`config.mk`:
```
export PLATFORM = sky130hd
export DESIGN_NAME = drw_rectseq
export DESIGN_NICKNAME = d
export VERILOG_FILES = /design/src/rtl/drw_rectseq.sv
export SDC_FILE = /design/constraint.sdc
export NUM_CORES = 1
export LEC_CHECK = 0
export ABC_AREA = 0
export CAP_MARGIN = 0
export CORE_ASPECT_RATIO = 2
export CORE_UTILIZATION = 50
export DETAILED_ROUTE_END_ITERATION = 12
export HOLD_SLACK_MARGIN = 0.02
export PLACE_DENSITY = 0.87
export SLEW_MARGIN = 20
export SYNTH_ARGS = -nofsm -noshare
export SYNTH_HDL_FRONTEND = slang
export SYNTH_SLANG_ARGS = --single-unit
```
`constraint.sdc`:
```
create_clock -name CLK -period 6.1 [get_ports CLK]
set_input_delay 1.22 -clock CLK [delete_from_list [all_inputs] [get_ports CLK]]
set_output_delay 1.22 -clock CLK [all_outputs]
set_load 0.02 [all_outputs]
```
`src/rtl/drw_rectseq.sv`:
```
`default_nettype none
// ============================================================================
// Module      : drw_rectseq
// Description : Rectangle line sequencer. Splits one PATBLT/BITBLT rectangle
//               command into per-line requests for drw_vramctrl, stepping
//               the destination and source addresses by their strides.
// Revision    : 1.0 - initial release
// ============================================================================
module drw_rectseq #(
    parameter int PIX_BYTES = 4
) (
    input  logic        CLK,
    input  logic        ARST,
    input  logic        CMD_START,
    input  logic        CMD_MODE,
    input  logic        CMD_BLEND,
    input  logic        CMD_ABORT,
    input  logic [31:0] DST_BASE,
    input  logic [31:0] SRC_BASE,
    input  logic [15:0] DST_STRIDE,
    input  logic [15:0] SRC_STRIDE,
    input  logic [10:0] RECT_W,
    input  logic [10:0] RECT_H,
    output logic        CMD_BUSY,
    output logic        CMD_DONE,
    output logic        CMD_ABORTED,
    output logic        LINE_START,
    input  logic        LINE_BUSY,
    output logic [31:0] LINE_ADDR_DST,
    output logic [31:0] LINE_ADDR_SRC,
    output logic [10:0] LINE_LEN,
    output logic        LINE_CMD_MODE,
    output logic        LINE_BLEND,
    output logic [10:0] LINE_IDX
);

    typedef enum logic [2:0] {
        S_IDLE  = 3'd0,
        S_START = 3'd1,
        S_ACK   = 3'd2,
        S_RUN   = 3'd3,
        S_DONE  = 3'd4
    } state_t;

    state_t      r_state;
    state_t      w_state_nxt;

    logic [10:0] r_h;
    logic [15:0] r_dst_stride;
    logic [15:0] r_src_stride;
    logic        r_aborted;

    logic [15:0] w_line_bytes;
    logic        w_zero;
    logic        w_accept;
    logic        w_last;
    logic        w_line_end;
    logic        w_finish;
    logic        w_advance;

    // A line of zero bytes (zero width) or zero lines means nothing to draw.
    assign w_line_bytes = 16'(RECT_W) * 16'(PIX_BYTES);
    assign w_zero       = (w_line_bytes == 16'd0) || (RECT_H == 11'd0);

    assign w_accept   = (r_state == S_IDLE) && CMD_START;
    assign w_last     = (LINE_IDX == (r_h - 11'd1));
    assign w_line_end = (r_state == S_RUN) && !LINE_BUSY;
    assign w_finish   = w_line_end && (w_last || CMD_ABORT);
    assign w_advance  = w_line_end && !w_last && !CMD_ABORT;

    // State register.
    always_ff @(posedge CLK or posedge ARST) begin
        if (ARST) begin
            r_state <= S_IDLE;
        end else begin
            r_state <= w_state_nxt;
        end
    end

    // Next-state logic; abort is only looked at once the issued line ends.
    always_comb begin
        w_state_nxt = r_state;
        case (r_state)
            S_IDLE: begin
                if (CMD_START) begin
                    w_state_nxt = w_zero ? S_DONE : S_START;
                end
            end
            S_START: w_state_nxt = S_ACK;
            S_ACK: begin
                if (LINE_BUSY) begin
                    w_state_nxt = S_RUN;
                end
            end
            S_RUN: begin
                if (!LINE_BUSY) begin
                    w_state_nxt = (w_last || CMD_ABORT) ? S_DONE : S_START;
                end
            end
            S_DONE:  w_state_nxt = S_IDLE;
            default: w_state_nxt = S_IDLE;
        endcase
    end

    // Command latch and per-line address stepping; LINE_* only move on
    // acceptance or between lines, never while a line is in flight.
    always_ff @(posedge CLK or posedge ARST) begin
        if (ARST) begin
            r_h           <= '0;
            r_dst_stride  <= '0;
            r_src_stride  <= '0;
            r_aborted     <= 1'b0;
            LINE_ADDR_DST <= '0;
            LINE_ADDR_SRC <= '0;
            LINE_LEN      <= '0;
            LINE_CMD_MODE <= 1'b0;
            LINE_BLEND    <= 1'b0;
            LINE_IDX      <= '0;
        end else if (w_accept) begin
            r_h           <= RECT_H;
            r_dst_stride  <= DST_STRIDE;
            r_src_stride  <= SRC_STRIDE;
            r_aborted     <= 1'b0;
            LINE_LEN      <= RECT_W;
            LINE_CMD_MODE <= CMD_MODE;
            LINE_BLEND    <= CMD_BLEND;
            if (!w_zero) begin
                LINE_ADDR_DST <= DST_BASE;
                LINE_ADDR_SRC <= SRC_BASE;
                LINE_IDX      <= '0;
            end
        end else if (w_advance) begin
            LINE_ADDR_DST <= LINE_ADDR_DST + {16'b0, r_dst_stride};
            if (LINE_CMD_MODE) begin
                LINE_ADDR_SRC <= LINE_ADDR_SRC + {16'b0, r_src_stride};
            end
            LINE_IDX <= LINE_IDX + 11'd1;
        end else if (w_finish) begin
            // Finishing on the last line is a normal end even if abort is up.
            r_aborted <= CMD_ABORT && !w_last;
        end
    end

    assign CMD_BUSY    = (r_state == S_START) || (r_state == S_ACK) || (r_state == S_RUN);
    assign CMD_DONE    = (r_state == S_DONE);
    assign CMD_ABORTED = (r_state == S_DONE) && r_aborted;
    assign LINE_START  = (r_state == S_START);

endmodule
`default_nettype wire
```
==> summary.txt <==
CTS
  – Clock slew at the register clock pins of the worst setup and hold paths: 60 ps
  – Cell chosen for the clock root: clkbuf_16
  – CTS tree: done
  – Cts hold-fix bufs: 0
  – TritonCTS Buffers: 17
  – Clk_lat worst skew: 420 ps
  – H-tree lvl count: 4
  – Post-CTS Resized: 0
  – Postcts setup bufs: 0
  – CTS Sinks: 135
  – CTS max path bufs: 2

Setup path
  – Slowest cell delay on critical path: 680 ps
  – Critical path capture point type: register
  – Kind of critical path: input port to register
  – CP cell instances: clkdlybuf4s50_1 > nor4_1 > nand2_1 > nor4_1 > a31oi_1 > and2_1 > or2_4 > nor2_1 > nor4_1
  – CP max-delay cell: or2_4
  – Most frequent CP cell: nor4_1
  – Worst path top cell family by delay: simple AND/OR/NAND/NOR gates
  – Worst EP arrival: 4080 ps
  – CP startpoint kind: input port
  – Required time of the critical path: 6410 ps
  – Max FO, Critical Path: 49
  – Worst path buffer plus inverter count: 1

Pwr
  – Overall Power: 6.45 mW
  – Pwr dens: 578 mW/mm^2
  – Leak: 4.87 nW
  – Maximum vdd ir drop: 0.366 mV

Global route
  – Gr ovfl total: 0
  – Met3 global-route usage: 5.07%
  – GRT busiest layer: met2
  – Vias in the first global route: 8285
  – Tot GR Track Use: 29.6%
  – Met1 Usage GRT: 28.7%
  – Largest net degree at the start of global routing: 100
  – First-pass GRT wire length: 39.6 mm
  – Initial antenna violation count: 0
  – Met2 Use GR: 56.5%

Layout
  – Area of the multi-input gates: 0.00466 sq mm
  – Layout cells sized above 1: 5.53%
  – Core Util, Final: 68.5%
  – Fin area: 0.0111 sq mm
  – FF/Latch Area: 0.00338 sq mm
  – Area Overhead vs Synth: 34.1%
  – Fillers: 1270
  – ANT cells: 0
  – Nets@finish: 1342

Place
  – DPL Wire Length: 18.2 mm
  – Final Wtd Congestion: 0.925
  – DP Area: 0.0106 sq mm
  – Port Buffers: 216

STA
  – Worst slew pin tran: 914 ps
  – Fmax: 266 MHz
  – Unrepaired setup endpoints after global routing: no
  – Final Cycle Share: 61.7%
  – Clock period minus final worst setup slack: 3760 ps
  – Final setup vio count: 0
  – Setup Skew: 8.00 ps
  – Hold Fails Final Rpt: 0
  – Final Slew Violations: 0
  – Slew Limit Headroom: 39.1%
  – Fin Setup TNS: 0 ps

Logic synthesis
  – Async SR Flop Fraction: 100%
  – Ranking of synthesized cells by area: dfrtp_1, nand2_1, ha_1, nor2_1, a21oi_1
  – Top-count cell post-synth: nand2_1
  – Seq/Total Area, Yosys: 40.6%
  – Post-synth EDFFs: 0
  – Top cells by count, synth: nand2_1, dfrtp_1, nor2_1, a21oi_1, o21ai_0
  – Syn. warnings: 0
  – Post-Syn Nets: 1157
  – Area leader, netlist: dfrtp_1
  – Post-Synthesis Cell Area: 0.00832 sq mm
  – Mapped Cells: 996
  – Syn Area/Cell: 8.35 sq um
  – Synthesized flop and latch total: 135
  – Yosys top cell area share: 40.6%
  – Post-synth top flop: dfrtp_1
  – Netlist cell types: 69

Run status
  – Status: completed

Floorplanning
  – Core area: 0.0163 sq mm
  – Starting Density: 51.1%
  – Die Height: 184 microns
  – Die area: 0.0172 sq mm
  – Chip Width: 93.2 microns
  – Row cnt: 66
  – IO Pins: 217

Routing
  – Total Routed Length: 25.0 mm
  – Starting DRT DRC Count: 419
  – Antenna viol nets, final: 0
  – Drt via density: 5.90
  – Drc violations: 0
  – Drt wl/cell: 17.9 microns
  – Drt first pass iters: 5
  – Total number of vias: 8247

Flow run
  – Max Cap Violations: 0

Hold path
  – Worst Hold Class: register to register
kinds of logic (layout without fill, tap and decap cells):
group / count (synthesis) / count (layout) / share of synthesized area (%)
buffers and inverters: 72 / 269 / 3.55
AND/OR/NAND/NOR: 449 / 449 / 24.6
multiplexers: 1 / 1 / 0.135
AO/OA/AOI/OAI: 265 / 265 / 21.5
adder cells (fa/ha/maj): 36 / 36 / 5.60
XOR/XNOR: 38 / 38 / 4.00
flip-flops: 135 / 135 / 40.6
area by class of cell:
cell class                 count  area share (%)
clock buffer                  23            4.29
clock inverter                 8           0.875
inverter                      17           0.617
multi-input combinational    789            41.8
sequential                   135            30.3
tap                          204            2.29
timing repair buffer         221            19.8
layer usage:
metal	wire length, microns	vias up
met5	0	-
met4	1350	0
met2	13800	278
met3	1100	80
li1	-	3902
met1	8790	3987
through the flow:
stage / worst slack, ps / cells / hold WS [ps]
finish: 2340 / 1397 / 480
global route: 2110 / 1397 / 501
CTS: 2100 / 1397 / 480
detailed placement: 1640 / 1366 / 466
floorplan: 1270 / 996 / 450
global placement: 1730 / 1366 / 458
power breakdown:
group | switching, mW | internal (mW)
clock network | 0.389 | 0.630
registers | 0.428 | 1.28
logic | 2.09 | 1.64
total | 2.90 | 3.54
final timing paths:
path / startpoint / depth (start not counted) / endpoint / slack [ps]
min in group asynchronous: ARST / 2 / LINE_IDX[7] / 1390
min: LINE_LEN[9] / 2 / LINE_LEN[9] / 480
max in group asynchronous: ARST / 3 / LINE_ADDR_DST[7] / 3670
max: RECT_W[7] / 9 / LINE_ADDR_DST[27] / 2340
min reg2reg: LINE_LEN[9] / 2 / LINE_LEN[9] / 480
max reg2reg: r_h[0] / 10 / LINE_ADDR_SRC[22] / 2500
tightest hold or removal path: stages (launching register included):
cell,delay [ps]
dfrtp_1,340
nand2_1,50
nand2_1,60
cells in the final DEF (no fill, tap or decap), drive strengths merged, types with 12 or more instances in the layout:
cell           count
a21oi             72
inv               17
nand2            224
and3              16
a21o              13
o22ai             12
nor2              94
nand3             18
ha                34
nor3              17
clkbuf            23
xnor2             20
nor2b             13
xor2              18
clkdlybuf4s50    216
o21a              12
a31oi             29
o21ai             49
dfrtp            135
a211oi            21
registers in the layout, indices dropped and copies added, names as in the netlist:
register,flops
LINE_ADDR_DST,32
r_h,11
r_state,3
r_aborted,1
LINE_CMD_MODE,1
r_dst_stride,16
LINE_BLEND,1
LINE_ADDR_SRC,32
r_src_stride,16
LINE_IDX,11
LINE_LEN,11
Note: power is estimated with default switching activity, not from simulation.
